## src/rtl/multicycle_ctrl.sv

```systemverilog
// Multicycle MIPS-style control unit: a per-instruction state machine that drives
// the datapath strobes and selects, counts retired instructions and traps on illegal opcodes.
module multicycle_ctrl #(
    parameter logic        MEM_WAIT_EN = 1'b1,
    parameter logic        EN_BNE      = 1'b1,
    parameter logic        EN_JAL      = 1'b1,
    parameter int unsigned CNT_W       = 32
) (
    input  logic             clk,
    input  logic             rst,
    input  logic [5:0]       op,
    input  logic             zero,
    input  logic             mem_ready,
    output logic             PCWrite,
    output logic             PCWriteCond,
    output logic             IorD,
    output logic             MemRead,
    output logic             MemWrite,
    output logic             IRWrite,
    output logic             RegWrite,
    output logic             ALUSrcA,
    output logic             BranchNe,
    output logic [1:0]       RegDst,
    output logic [1:0]       MemtoReg,
    output logic [1:0]       ALUSrcB,
    output logic [1:0]       PCSource,
    output logic [1:0]       EXTOp,
    output logic [1:0]       ALUOp,
    output logic             instr_done,
    output logic             illegal,
    output logic [CNT_W-1:0] retire_cnt
);

    typedef enum logic [3:0] {
        FETCH, DECODE, MADDR, MRD, MWB, MWR, REXE, RWB, IEXE, IWB, BR, JMP, TRAP
    } state_t;

    state_t           state_q, state_d;
    logic             zext_q, zext_d;
    logic             bne_q, bne_d;
    logic             jal_q, jal_d;
    logic             illegal_q, illegal_d;
    logic [CNT_W-1:0] cnt_q, cnt_d;
    logic             rdy;
    logic             zero_unused;

    assign rdy         = MEM_WAIT_EN ? mem_ready : 1'b1;
    // The branch decision itself is taken in the datapath from PCWriteCond/BranchNe.
    assign zero_unused = zero;

    always_ff @(posedge clk or negedge rst) begin
        if (!rst) begin
            state_q   <= FETCH;
            zext_q    <= 1'b0;
            bne_q     <= 1'b0;
            jal_q     <= 1'b0;
            illegal_q <= 1'b0;
            cnt_q     <= '0;
        end else begin
            state_q   <= state_d;
            zext_q    <= zext_d;
            bne_q     <= bne_d;
            jal_q     <= jal_d;
            illegal_q <= illegal_d;
            cnt_q     <= cnt_d;
        end
    end

    always_comb begin
        state_d     = state_q;
        zext_d      = zext_q;
        bne_d       = bne_q;
        jal_d       = jal_q;
        PCWrite     = 1'b0;
        PCWriteCond = 1'b0;
        IorD        = 1'b0;
        MemRead     = 1'b0;
        MemWrite    = 1'b0;
        IRWrite     = 1'b0;
        RegWrite    = 1'b0;
        ALUSrcA     = 1'b0;
        BranchNe    = 1'b0;
        RegDst      = 2'b00;
        MemtoReg    = 2'b00;
        ALUSrcB     = 2'b00;
        PCSource    = 2'b00;
        EXTOp       = 2'b00;
        ALUOp       = 2'b00;
        instr_done  = 1'b0;

        case (state_q)
            FETCH: begin
                MemRead = 1'b1;
                ALUSrcB = 2'b01;
                if (rdy) begin
                    IRWrite = 1'b1;
                    PCWrite = 1'b1;
                    state_d = DECODE;
                end
            end
            DECODE: begin
                ALUSrcB = 2'b11;
                // Per-class flags are captured here so later states ignore op.
                case (op) inside
                    6'h00:          state_d = REXE;
                    [6'h08:6'h0B]: begin state_d = IEXE; zext_d = 1'b0; end
                    [6'h0C:6'h0F]: begin state_d = IEXE; zext_d = 1'b1; end
                    6'h23, 6'h2B:   state_d = MADDR;
                    6'h04:         begin state_d = BR; bne_d = 1'b0; end
                    6'h05:         begin state_d = EN_BNE ? BR : TRAP; bne_d = 1'b1; end
                    6'h02:         begin state_d = JMP; jal_d = 1'b0; end
                    6'h03:         begin state_d = EN_JAL ? JMP : TRAP; jal_d = 1'b1; end
                    default:        state_d = TRAP;
                endcase
            end
            MADDR: begin
                ALUSrcA = 1'b1;
                ALUSrcB = 2'b10;
                state_d = (op == 6'h2B) ? MWR : MRD;
            end
            MRD: begin
                MemRead = 1'b1;
                IorD    = 1'b1;
                if (rdy) state_d = MWB;
            end
            MWB: begin
                RegWrite   = 1'b1;
                MemtoReg   = 2'b01;
                instr_done = 1'b1;
                state_d    = FETCH;
            end
            MWR: begin
                MemWrite = 1'b1;
                IorD     = 1'b1;
                if (rdy) begin
                    instr_done = 1'b1;
                    state_d    = FETCH;
                end
            end
            REXE: begin
                ALUSrcA = 1'b1;
                ALUOp   = 2'b10;
                state_d = RWB;
            end
            RWB: begin
                RegWrite   = 1'b1;
                RegDst     = 2'b01;
                instr_done = 1'b1;
                state_d    = FETCH;
            end
            IEXE: begin
                ALUSrcA = 1'b1;
                ALUSrcB = 2'b10;
                ALUOp   = 2'b11;
                EXTOp   = {1'b0, zext_q};
                state_d = IWB;
            end
            IWB: begin
                RegWrite   = 1'b1;
                instr_done = 1'b1;
                state_d    = FETCH;
            end
            BR: begin
                ALUSrcA     = 1'b1;
                ALUOp       = 2'b01;
                PCWriteCond = 1'b1;
                PCSource    = 2'b01;
                BranchNe    = bne_q;
                instr_done  = 1'b1;
                state_d     = FETCH;
            end
            JMP: begin
                PCWrite    = 1'b1;
                PCSource   = 2'b10;
                if (jal_q) begin
                    RegWrite = 1'b1;
                    RegDst   = 2'b10;
                    MemtoReg = 2'b10;
                end
                instr_done = 1'b1;
                state_d    = FETCH;
            end
            TRAP:    state_d = TRAP;
            default: state_d = FETCH;
        endcase

        // Reset is asynchronous, so the FETCH strobes must be masked combinationally too.
        if (!rst) begin
            PCWrite     = 1'b0;
            PCWriteCond = 1'b0;
            IorD        = 1'b0;
            MemRead     = 1'b0;
            MemWrite    = 1'b0;
            IRWrite     = 1'b0;
            RegWrite    = 1'b0;
            ALUSrcA     = 1'b0;
            BranchNe    = 1'b0;
            RegDst      = 2'b00;
            MemtoReg    = 2'b00;
            ALUSrcB     = 2'b00;
            PCSource    = 2'b00;
            EXTOp       = 2'b00;
            ALUOp       = 2'b00;
            instr_done  = 1'b0;
        end
    end

    assign illegal_d  = illegal_q | (state_d == TRAP);
    assign cnt_d      = cnt_q + CNT_W'(instr_done);
    assign illegal    = illegal_q;
    assign retire_cnt = cnt_q;

endmodule
```

## config.mk

```make
export PLATFORM = sky130hd
export DESIGN_NAME = multicycle_ctrl
export DESIGN_NICKNAME = d
export VERILOG_FILES = /design/src/rtl/multicycle_ctrl.sv
export SDC_FILE = /design/constraint.sdc
export NUM_CORES = 1
export LEC_CHECK = 0
export BUFFER_PORTS_ARGS = -buffer_cell sky130_fd_sc_hd__buf_2
export CORE_ASPECT_RATIO = 2
export CORE_MARGIN = 2
export CORE_UTILIZATION = 52
export CTS_CLUSTER_DIAMETER = 150
export DETAILED_ROUTE_END_ITERATION = 7
export GPL_TIMING_DRIVEN = 1
export PLACE_DENSITY = 0.77
export SLEW_MARGIN = 20
export SYNTH_ARGS = -nofsm -noshare
export SYNTH_HDL_FRONTEND = slang
export SYNTH_SLANG_ARGS = --single-unit
```

## constraint.sdc

```tcl
create_clock -name clk -period 3.3 [get_ports clk]
set_input_delay 0.495 -clock clk [delete_from_list [all_inputs] [get_ports clk]]
set_output_delay 0.495 -clock clk [all_outputs]
set_load 0.02 [all_outputs]
```

# Word level (Yosys, flattened, before mapping)
# Index checks and enable logic that the tools add are counted.
# totals
input_bits	10
ff_bits	40
word_cells	108
output_inout_bits	55
# classes
reduce_logical	17
mux	54
addsub	1
n_eq_ne	19
order_cmp	4
n_bitwise	7
# op_table
cell	count
adder 32 x 1 -> 32 bit	1
one-hot mux 4 bit (8 select lines)	1
2-to-1 mux 4 bit	7
2-to-1 mux 1 bit	26
equality test 4 bit (second input constant)	6
equality test 4 x 3 -> 1 bit (second input constant)	4
2-to-1 mux 3 bit	5
2-to-1 mux 2 bit	7
equality test 6 x 2 -> 1 bit (second input constant)	2
equality test 6 x 3 -> 1 bit (second input constant)	2
equality test 6 bit (second input constant)	2
greater-or-equal comparator 6 x 4 -> 1 bit (second input constant)	2
<= comparator 6 x 4 -> 1 bit (second input constant)	2
one-hot mux 2 bit (2 select lines)	3
one-hot mux 2 bit (3 select lines)	2
equality test 4 x 2 -> 1 bit (second input constant)	2
AND reduction 8 bit	1
OR reduction 2 bit	4
zero test 6 bit	1
NOT 1 bit	6
one-hot mux 1 bit (2 select lines)	3
AND reduction 6 bit	1
nonzero test 2 bit	3
OR reduction 5 bit	1
7 further kinds	8

# Depth between registers and ports, before layout
# Gate-level depths: netlist of run 1.
# logic_depth
ltp_word	12
mapped_depth	11

# Worst setup path before layout of run 1
# OpenSTA, ideal clock, no wires.
# synth_timing
path_type	reg-to-reg
startpoint	register state_q[2]
endpoint	register cnt_q[16], in the netlist retire_cnt[16]
path_slack_ns	0.616
synth_period_minus_slack_ns	2.684
path_stages_with_launch	11
arrival_time_ns	2.555
cell_sequence	dfrtp_1 buf_2 xor2_1 o221ai_1 a21oi_1 ha_1 ha_1 nand3_1 nor4_4 nand4_1 xnor2_1
# synth_via
elab_chain_cells	5
word_cells_on_any_way	10
cone_classes	add/sub: 1; eq/ne: 6; mux: 2; reduce/logical: 1
# synth_lines
element	line	text
start: declaration	38	state_t state_q, state_d;
start signal: assignment	60	state_q <= state_d;
equality test 4 bit / equality test 4 x 3 -> 1 bit (equally long branches)	91	case (state_q)
OR reduction 5 bit (no line)	n/a	
one-hot mux 1 bit (2 select lines) *	91	
2-to-1 mux 1 bit *	188	if (!rst) begin
via instr_done	29	output logic instr_done,
adder 32 x 1 -> 32 bit *	209	assign cnt_d = cnt_q + CNT_W'(instr_done);
via cnt_d[16]	43	logic [CNT_W-1:0] cnt_q, cnt_d;
end signal: assignment	65	cnt_q <= cnt_d;
end: declaration	43	
# Mark *: on every way through the listed nets, which the timed path passes. The rest lies on a longest branch.
# A chain may end at the register's enable or synchronous reset.

# Worst setup path in the final report of run 1
# layout_timing
startpoint	register state_q[0]
endpoint	register cnt_q[16], in the netlist retire_cnt[16]
# layout_via
elab_chain_cells	5
word_cells_on_any_way	10
cone_classes	add/sub: 1; eq/ne: 6; mux: 2; reduce/logical: 1
# layout_lines
element	line
equality test 4 bit / equality test 4 x 3 -> 1 bit (equally long branches)	91
OR reduction 5 bit (no line)	n/a
one-hot mux 1 bit (2 select lines) *	91
2-to-1 mux 1 bit *	188
adder 32 x 1 -> 32 bit *	209
via cnt_d[16]	43
# Marks and branches as above.

==> results.txt, run 1 <==
Maxcap violations: 0
Core Footprint: 0.00413 mm²
H-tree depth: 2
Vias: 1862
GRT overflow: 0
DRC errors left: 0
Iteration-0 DRC count of the detailed router: 40
Largest net degree at the start of global routing: 48
Clk buf depth: 2
Post-DP HPWL: 3830 µm
Clock sinks: 40
Ys flop type: dfrtp_1
Final nets: 301
Synthesized flop and latch total: 40
Distinct cells, synth: 46
First-pass GRT wire length: 8500 µm
Worst-path clk slew: 0.07 ns
Height of the die: 96.8 µm
Outcome: completed
Die X: 50.4 µm
Post-CTS Setup Bufs: 0
CTS tree: yes
FILL cells: 365
Post-synthesis sequential area ratio: 44.7%
Cells after Synth: 225
Layout area overhead: 19.3%
FMAX: 0.391 GHz
PostCTS Resize Cnt: 0
Multi-input gate area: 0.00118 mm²
Clk Latency, worst-skew pair: 0.29 ns
Req. time, crit path: 3.47 ns
Min cycle time layout: 2.55 ns
EDFF count, synth: 0
Startpoint class of the critical path: register
Register area: 0.00100 mm²
All-Layer GR Usage: 22.4%
Die footprint: 0.00488 mm²
Worst-path fanout max: 14
Critical path class: reg2reg
Number of setup violations in the final report: 0
Boundary Pins: 65
RSZ-0062 raised after global routing: no
CP arrival: 2.73 ns
Slew @ Worst Pin: 0.545 ns
Placed cells: 334
Count leader, synth: dfrtp_1
Vias in the first global route: 1821
Final worst path period share: 77.4%
Post-Syn Area: 0.00224 mm²
Synthesized Nets: 237
Post-DRT Antenna Nets: 0
Syn avg cell area: 9.96 µm²
Total iterations of the first detailed-routing run: 4
Vias per inst: 5.46
Final Non-Filler Cells: 341
RePlAce Congestion: 0.789
VDD IR-drop max: 297 µV
Finished Core Util: 64.7%
Setup TNS: 0 ns
ANT cells: 0
Async S/R FF share, synth: 100%
Clock root cell: clkbuf_8
Drt wl/cell: 14.4 µm
Most instantiated cells after synthesis: dfrtp_1 (40), nor2_1 (26), nand2_1 (21)
Fin. Hold Viols: 0
CTS Buf Count: 5
Setup Skew: 0.00450 ns
P per Cell Area: 547 mW/mm²
Slew margin rel.: 63.7%
Reg2reg start: state_q[0]
Synth top area share: 44.7%
Initial Util: 54.3%
Worst hold-check path type: in2async
Crit end category: register
CP startpoint: state_q[0]
Rows: 33
Port bufs: 62
Total Wirelength: 4930 µm
Initial antenna violation count: 0
Area leader, netlist: dfrtp_1
Ys Warns: 0
Top cells by area, synth: dfrtp_1 (45%), xnor2_1 (7.4%), xor2_1 (5.5%)
Hold buffer count at CTS: 0
Static Leakage: 1.43 nW
Share of layout cells above drive strength 1: 29.4%
Max-slew violations: 0
[through the flow]
step / hold WS, ns / total power, mW / instance area (µm²) / setup WS [ns]
6_report: 0.292 / 1.46 / 2670 / 0.746
5_1_grt: 0.357 / 1.56 / 2670 / 0.488
4_1_cts: 0.311 / 1.47 / 2670 / 0.739
3_5_place_dp: 0.465 / 1.17 / 2590 / 0.761
3_3_place_gp: 0.455 / 1.16 / 2590 / 0.744
2_1_floorplan: 0.199 / 1.01 / 2240 / 0.616
[final cells by class]
type	instances	share of cell area, %
tap	52	2.43
timing repair buffer	65	12.5
multi-input combinational	172	44.1
inverter	5	0.702
clock buffer	6	2.72
clock inverter	1	0.187
sequential	40	37.5
[path summary, 6_finish.rpt]
check / end / slack (ns) / cells past startpoint
worst max-delay path: retire_cnt[16] / 0.75 / 9
worst min-delay path: state_q[0] / 0.29 / 2
worst max register to register: retire_cnt[16] / 0.75 / 9
worst min register to register: retire_cnt[31] / 0.47 / 1
max in group asynchronous: retire_cnt[22] / 2.63 / 2
min in group clk: retire_cnt[31] / 0.47 / 1
[state kept, by name (all words and copies together), names as in the netlist]
signal and count:
bne_q 1, jal_q 1, retire_cnt 32, state_q 4, illegal 1, zext_q 1
[layout by cell type, fill, tap and decap left out, types with 2 or more instances in the layout]
master / instances
nand3_1: 12
nor3_1: 2
buf_2: 62
a22oi_1: 2
o221ai_1: 2
and3_1: 5
o21ai_0: 3
nor4_4: 2
inv_1: 5
ha_1: 2
xor2_1: 14
mux2_2: 3
nand4_1: 6
nor3b_1: 3
and4_1: 5
xnor2_1: 19
o21bai_1: 2
nand2_1: 21
mux2i_1: 2
clkbuf_8: 5
nor2_1: 26
a31oi_1: 2
o22ai_1: 3
buf_4: 3
a21oi_1: 4
nand2b_1: 3
dfrtp_1: 40
and2_1: 4
nor2b_1: 8
[power breakdown]
part / internal [mW] / switching [mW] / total (mW)
sequential: 0.555 / 0.0979 / 0.653
combinational: 0.191 / 0.319 / 0.510
clock: 0.144 / 0.156 / 0.300
total: 0.889 / 0.574 / 1.46
[layer usage]
metal,track usage [%],vias up,routed length (µm)
met2,40.1,65,2710
li1,-,902,-
met3,4.17,12,297
met4,9.98,0,127
met5,0,-,0
met1,24.6,883,1790
[logic make-up (layout without fill, tap and decap cells)]
| group | Yosys count | count (layout) | share of synthesized area (%) |
|---|---|---|---|
| adder cells (fa/ha/maj) | 2 | 2 | 1.12 |
| AO/OA/AOI/OAI | 23 | 23 | 7.26 |
| XOR/XNOR | 33 | 33 | 12.9 |
| AND/OR/NAND/NOR | 108 | 108 | 28.7 |
| other | 1 | 1 | 0.167 |
| multiplexers | 5 | 5 | 2.40 |
| flip-flops | 40 | 40 | 44.7 |
| buffers and inverters | 13 | 77 | 2.79 |
[critical path, stage by stage (launching register included)]
cell and delay, ns:
dfrtp_1 0.54, nand2b_1 0.22, o21bai_1 0.08, a21oi_1 0.21, ha_1 0.23, ha_1 0.21, nand3_1 0.18, nor4_4 0.45
nand4_1 0.16, xnor2_1 0.14
Note: power is estimated with default switching activity, not from simulation.
==> inputs of run 2 (changes only) <==
Settings changed: CORE_UTILIZATION 52 to 47, PLACE_DENSITY 0.77 to 0.73.
Clock period 3.3 ns to 2.25 ns, I/O delays scaled along.
==> results.txt, run 2 (synthesized netlist as in run 1, its figures left out) <==
Worst hold-check path type: in2async
P per Cell Area: 813 mW/mm² (+48%)
Boundary Pins: 65 (unchanged)
Place WS: 0.0633 ns (-0.698 ns)
Crit end category: register
Final worst path period share: 96.2% (+19 points)
ANT cells: 0 (unchanged)
Max-slew violations: 0 (unchanged)
Final nets: 315 (+4.7%)
VDD IR-drop max: 770 µV (+160%)
DRC errors left: 0 (unchanged)
Post-layout power: 2.32 mW (+58%)
Initial antenna violation count: 0 (unchanged)
Largest net degree at the start of global routing: 48 (unchanged)
Internal: 1.42 mW (+59%)
All-Layer GR Usage: 21.9% (-0.45 points)
Clock sinks: 40 (unchanged)
Net Sw Frac: 38.8% (-0.38 points)
FMAX: 0.462 GHz (+18%)
Total iterations of the first detailed-routing run: 5 (+1)
Grt met2 use: 40.8% (+0.69 points)
Clk Latency, worst-skew pair: 0.29 ns (about the same)
Slew @ Worst Pin: 0.558 ns (+0.0137 ns)
Max reg flops: 32 (unchanged)
Req. time, crit path: 2.42 ns (-1.05 ns)
Placed cells: 348 (+4.2%)
Fin area: 0.00285 mm² (+6.6%)
H-tree depth: 2 (unchanged)
Die footprint: 0.00537 mm² (+10%)
Fin. Hold Viols: 0 (unchanged)
Setup Skew: 0.0112 ns (+0.00672 ns)
Clk buf depth: 2 (unchanged)
Vias in the first global route: 1918 (+5.3%)
Cell Area, Placed: 0.00271 mm² (+4.5%)
Sequential share of power: 39.6% (-5.0 points)
Clock Power Share: 21.1% (+0.6 points)
Port bufs: 62 (unchanged)
Initial Util: 48.7% (-5.5 points)
Share of layout cells above drive strength 1: 36.5% (+7.1 points)
Post-DRT Antenna Nets: 0 (unchanged)
Global Route met3 Usage: 3.24% (-0.92 points)
Most common cell after layout, fill and taps aside: buf_2
Vias: 1941 (+4.2%)
Worst-path fanout max: 5 (-9)
Iteration-0 DRC count of the detailed router: 39 (-2.5%)
Number of setup violations in the final report: 0 (unchanged)
Hold slack: 0.135 ns (-0.158 ns)
Core Footprint: 0.00460 mm² (+11%)
CTS tree: yes
Drt wl/cell: 14.7 µm (+1.5%)
Total Wirelength: 5260 µm (+6.8%)
Slew margin rel.: 62.8% (-0.91 points)
GRT overflow: 0 (unchanged)
Height of the die: 102 µm (+5.0%)
Net Switching: 0.899 mW (+57%)
RePlAce Congestion: 0.859 (+8.8%)
First-pass GRT wire length: 8780 µm (+3.3%)
Busiest grt layer: met2
Rows: 35 (+6.1%)
Post-DP HPWL: 4090 µm (+6.9%)
Highest-count cells in the layout ignoring fill and taps: buf_2 (62), dfrtp_1 (40), nor2_1 (24)
M1 GR Usage: 22.6% (-2.0 points)
Final Non-Filler Cells: 359 (+5.3%)
Vias per inst: 5.41 (-0.98%)
Maxcap violations: 0 (unchanged)
Critical path class: reg2reg
Die X: 52.8 µm (+4.8%)
CP arrival: 2.33 ns (-0.40 ns)
Outcome: completed
Startpoint class of the critical path: register
Static Leakage: 1.51 nW (+5.6%)
CTS Buf Count: 5 (unchanged)
RSZ-0062 raised after global routing: yes
Layout area overhead: 27.2%
Worst-path clk slew: 0.08 ns (about the same)
Worst setup margin: 0.0855 ns (-0.660 ns)
Clock root cell: clkbuf_8
Min cycle time layout: 2.16 ns (-0.390 ns)
Comb power frac: 39.3% (+4.4 points)
[run 2: cell count changes in the layout (fill, tap and decap cells not counted), moves of 2 or more]
cell     delta
buf_4      +14
ha_1        -2
nor2_1      -2
nor2_2      +2
nor2b_1     -2
[run 2: routing by layer]
| layer | wire length (µm) | part of all wire [%] | up-vias |
|---|---|---|---|
| li1 | - | - | 930 |
| met1 | 1890 | 36 | 930 |
| met2 | 2950 | 56 | 65 |
| met3 | 241 | 4.6 | 16 |
| met5 | 0 | 0 | - |
| met4 | 184 | 3.5 | 0 |
[run 2: path summary, 6_finish.rpt]
path / startpoint / end / slack, ns / cells past startpoint
worst max-delay path: state_q[2] / retire_cnt[16] / 0.09 / 10
worst min-delay path: rst / state_q[0] / 0.13 / 2
worst max register to register: state_q[2] / retire_cnt[16] / 0.09 / 10
worst min register to register: retire_cnt[31] / retire_cnt[31] / 0.47 / 1
max in group asynchronous: rst / retire_cnt[6] / 1.73 / 2
min in group clk: op[0] / bne_q / 0.39 / 2
[run 2: power by group through the flow]
stage / clock network, mW / registers [mW] / logic, mW
6_report: 0.489 / 0.918 / 0.909
5_1_grt: 0.522 / 0.936 / 0.992
4_1_cts: 0.501 / 0.915 / 0.894
3_5_place_dp: 0 / 0.928 / 0.889
3_3_place_gp: 0 / 0.925 / 0.878
2_1_floorplan: 0 / 0.976 / 0.536
[run 2: repair_timing]
action,4_1_cts,5_1_grt
pin swaps,0,8
resized for setup,1,7
hold buffers,0,0
gates cloned,0,0
endpoints found under the setup margin,3,20
buffers inserted,0,3
[run 2: critical path, stage by stage, from the launching register on]
cell	delay (ns)
dfrtp_1	0.39
xor2_1	0.19
o221ai_1	0.14
a21oi_2	0.17
ha_2	0.24
ha_4	0.15
nand3_4	0.08
nor4_4	0.26
buf_4	0.18
nand4_1	0.09
xnor2_1	0.14
[run 2: metrics by stage]
step | utilization (%) | setup TNS (ns)
after floorplan | - | -0.487
after global placement | 59.0 | 0
after detailed placement | 59.0 | 0
after CTS | 61.1 | 0
after global routing | 62.0 | -0.115
final | 62.0 | 0
[run 2: area by class of cell]
cell class	instances	area [µm²]
sequential	40	1000
tap	55	68.8
inverter	5	18.8
multi-input combinational	172	1230
fill	422	1750
clock inverter	2	10.0
timing repair buffer	79	438
clock buffer	6	82.6
==> inputs of run 3 (changes only) <==
Settings changed: ABC_AREA set to 1, CORE_UTILIZATION 47 to 48, PLACE_DENSITY 0.73 to 0.74.
==> results.txt, run 3 <==
Max reg flops: 32 (unchanged)
VDD IR-drop max: 572 µV (-26%)
FMAX: 0.463 GHz (+0.28%)
Ys flop type: dfrtp_1
Initial Util: 50.1% (+1.4 points)
CTS Buf Count: 5 (unchanged)
CP startpoint: state_q[0]
Worst-path fanout max: 4 (-1)
Most instantiated cells after synthesis: nand2_1 (75), nor2_1 (49), dfrtp_1 (40)
ANT cells: 0 (unchanged)
Layout area overhead: 29.7%
Clk buf depth: 2 (unchanged)
Vias in the first global route: 2450 (+28%)
Static Leakage: 1.69 nW (+12%)
Most common cell after layout, fill and taps aside: nand2_1
Vias: 2408 (+24%)
Distinct cells, synth: 33 (-28%)
Total iterations of the first detailed-routing run: 6 (+1)
Slowest cell on crit path: dfrtp_1
Final worst path period share: 95.9% (-0.27 points)
EDFF count, synth: 0 (unchanged)
Reg2reg path depth: 15 (+5)
Clock sinks: 40 (unchanged)
All-Layer GR Usage: 24.7% (+2.7 points)
Post-DRT Antenna Nets: 0 (unchanged)
Largest family of logic cells by synthesized area: simple AND/OR/NAND/NOR gates
Slew @ Worst Pin: 0.524 ns (-0.0348 ns)
Req. time, crit path: 2.47 ns (+0.05 ns)
Outcome: completed
P per Cell Area: 729 mW/mm² (-10%)
Maxcap violations: 0 (unchanged)
Worst path cell trace: buf_4, nor2_4, nand2_1, nand2_2, a21oi_2, a21oi_4, ha_4, ha_4, nand3_4, inv_2, nand2_4, nor2_4, nand2_2, nor2_4, xor2_1
Syn avg cell area: 7.81 µm² (-22%)
Share of layout cells above drive strength 1: 35.4% (-1.1 points)
Cells after Synth: 315 (+40%)
Slew margin rel.: 65.1% (+2.3 points)
Synth top area share: 40.7% (-4.0 points)
Vias per inst: 5.22 (-3.4%)
Worst setup margin: 0.0917 ns (+0.00615 ns)
RSZ-0062 raised after global routing: yes
Multi-input gate area: 0.00140 mm² (+13%)
Final nets: 415 (+32%)
Worst-path clk slew: 0.08 ns (about the same)
GRT overflow: 0 (unchanged)
Min cycle time layout: 2.16 ns (-0.00615 ns)
Crit end category: register
Drt wl/cell: 14.1 µm (-3.5%)
Area leader, netlist: dfrtp_1
CTS tree: yes
Largest net degree at the start of global routing: 43 (-10%)
Core Footprint: 0.00491 mm² (+6.8%)
Boundary Pins: 65 (unchanged)
Die X: 54.6 µm (+3.4%)
Clk Latency, worst-skew pair: 0.30 ns (about the same)
Post-DP HPWL: 5280 µm (+29%)
Post-Syn Area: 0.00246 mm² (+9.8%)
Ys Warns: 0 (unchanged)
Post-Synth XOR/XNOR Area: 9.26% (-3.6 points)
Startpoint class of the critical path: register
Highest-count cells in the layout ignoring fill and taps: nand2_1 (72), buf_2 (62), nor2_1 (44)
Initial antenna violation count: 0 (unchanged)
Register area: 0.00100 mm² (+0.25%)
Setup Skew: 0.0105 ns (-0.000699 ns)
FILL cells: 465 (+10%)
Most frequent cell on the critical path: nor2_4
Post-synthesis sequential area ratio: 40.7% (-4.0 points)
DRC errors left: 0 (unchanged)
H-tree depth: 2 (unchanged)
Port bufs: 62 (unchanged)
Total Wirelength: 6520 µm (+24%)
Placed cells: 446 (+28%)
Hold slack: 0.150 ns (+0.0153 ns)
Number of setup violations in the final report: 0 (unchanged)
First-pass GRT wire length: 10400 µm (+19%)
Count leader, synth: nand2_1
Worst r2r dst: retire_cnt[22]
Finished Core Util: 65.0% (+3.0 points)
Largest stage delay on the critical path: 0.41 ns (+0.02 ns)
Die footprint: 0.00575 mm² (+7.0%)
Synthesized Nets: 327 (+38%)
Synthesized flop and latch total: 40 (unchanged)
Top cells by area, synth: dfrtp_1 (41%), nand2_1 (11%), nor2_1 (7.5%)
Worst hold-check path type: in2async
Reg2reg start: state_q[0]
Max-slew violations: 0 (unchanged)
Height of the die: 105 µm (+3.5%)
Setup slack, reg-to-reg: 0.09 ns (about the same)
Simple-Gate Fraction of Synth Area: 38.5% (+9.8 points)
Rows: 36 (+2.9%)
Clock root cell: clkbuf_8
Post-Synth Adder-Cell Area: 1.02% (-0.099 points)
Iteration-0 DRC count of the detailed router: 29 (-26%)
Fin. Hold Viols: 0 (unchanged)
Multiplexer share of the synthesized area: 0% (-2.4 points)
Critical path class: reg2reg
Worst Setup EP: retire_cnt[22]
Async S/R FF share, synth: 100% (unchanged)
RePlAce Congestion: 0.895 (+4.2%)
CP arrival: 2.38 ns (+0.05 ns)
Synth Area in Compound Gates: 3.51% (-3.7 points)
Final Non-Filler Cells: 461 (+28%)
Place WS: -0.0904 ns (-0.154 ns)
[run 3: cell types whose count changed in the layout (fill, tap and decap cells not counted), moves of 6 or more]
cell | before | now
nor2b_1 | 6 | 0
inv_1 | 5 | 31
xnor2_1 | 19 | 12
nor2_4 | 0 | 10
nor2_1 | 24 | 44
nor3_2 | 1 | 7
inv_2 | 0 | 8
nand2_2 | 0 | 6
nand2_1 | 21 | 72
[run 3: layout make-up]
cell class / instances / area share [%]
multi-input cells: 232 / 43.8
flip-flops and latches: 40 / 31.5
repair buffers: 84 / 15.0
inverters: 40 / 4.71
clock buffers: 8 / 2.82
well taps: 57 / 2.24
[run 3: where the power goes]
part	switching (mW)	internal [mW]	total (mW)
registers	0.118	0.812	0.930
logic	0.542	0.364	0.906
clock network	0.240	0.250	0.491
[run 3: routing by layer]
layer  up-vias  GRT usage [%]  routed length, µm
li1       1170              -                  -
met1      1124           21.3               2140
met2        84           45.2               3720
met3        30           4.39                231
met4         0           17.7                425
met5         -              0                  0
[run 3: what timing repair did]
action | in CTS | in global routing
gates resized for setup | 11 | 14
endpoints found under the setup margin | 15 | 18
setup buffers | 1 | 6
hold buffers | 0 | 0
pin swaps | 1 | 6
[run 3: worst max-delay path, delay by kind of cell (launching register included)]
family	cells	cell delay [ns]
xor+xnor	1	0.15
buf+inv	2	0.25
simple gates	8	0.75
flops	1	0.41
fa+ha+maj	2	0.31
compound gates	2	0.22
[run 3: how the worst min path moves through the flow]
stage / start / slack (ns) / end / cells past startpoint
2_1_floorplan: rst / 0.04 / bne_q / 0
3_5_place_dp: illegal / 0.46 / illegal / 2
6_report: rst / 0.15 / retire_cnt[7] / 2
3_3_place_gp: illegal / 0.45 / illegal / 2
4_1_cts: rst / 0.16 / retire_cnt[19] / 2
5_1_grt: rst / 0.18 / retire_cnt[7] / 2
[run 3: kinds of logic (layout without fill, tap and decap cells)]
group | count (synthesis) | after routing
flip-flops | 40 | 40
other | 1 | 1
AO/OA/AOI/OAI | 15 | 15
XOR/XNOR | 26 | 26
AND/OR/NAND/NOR | 188 | 188
buffers and inverters | 43 | 132
adder cells (fa/ha/maj) | 2 | 2
[run 3: per-stage QoR]
stage	area, µm²	setup TNS [ns]	total power, mW
6_report	3190	0	2.33
3_5_place_dp	2950	-0.433	1.68
3_3_place_gp	2950	0	1.67
5_1_grt	3190	-0.0138	2.48
4_1_cts	3090	0	2.23
2_1_floorplan	2470	0	1.40
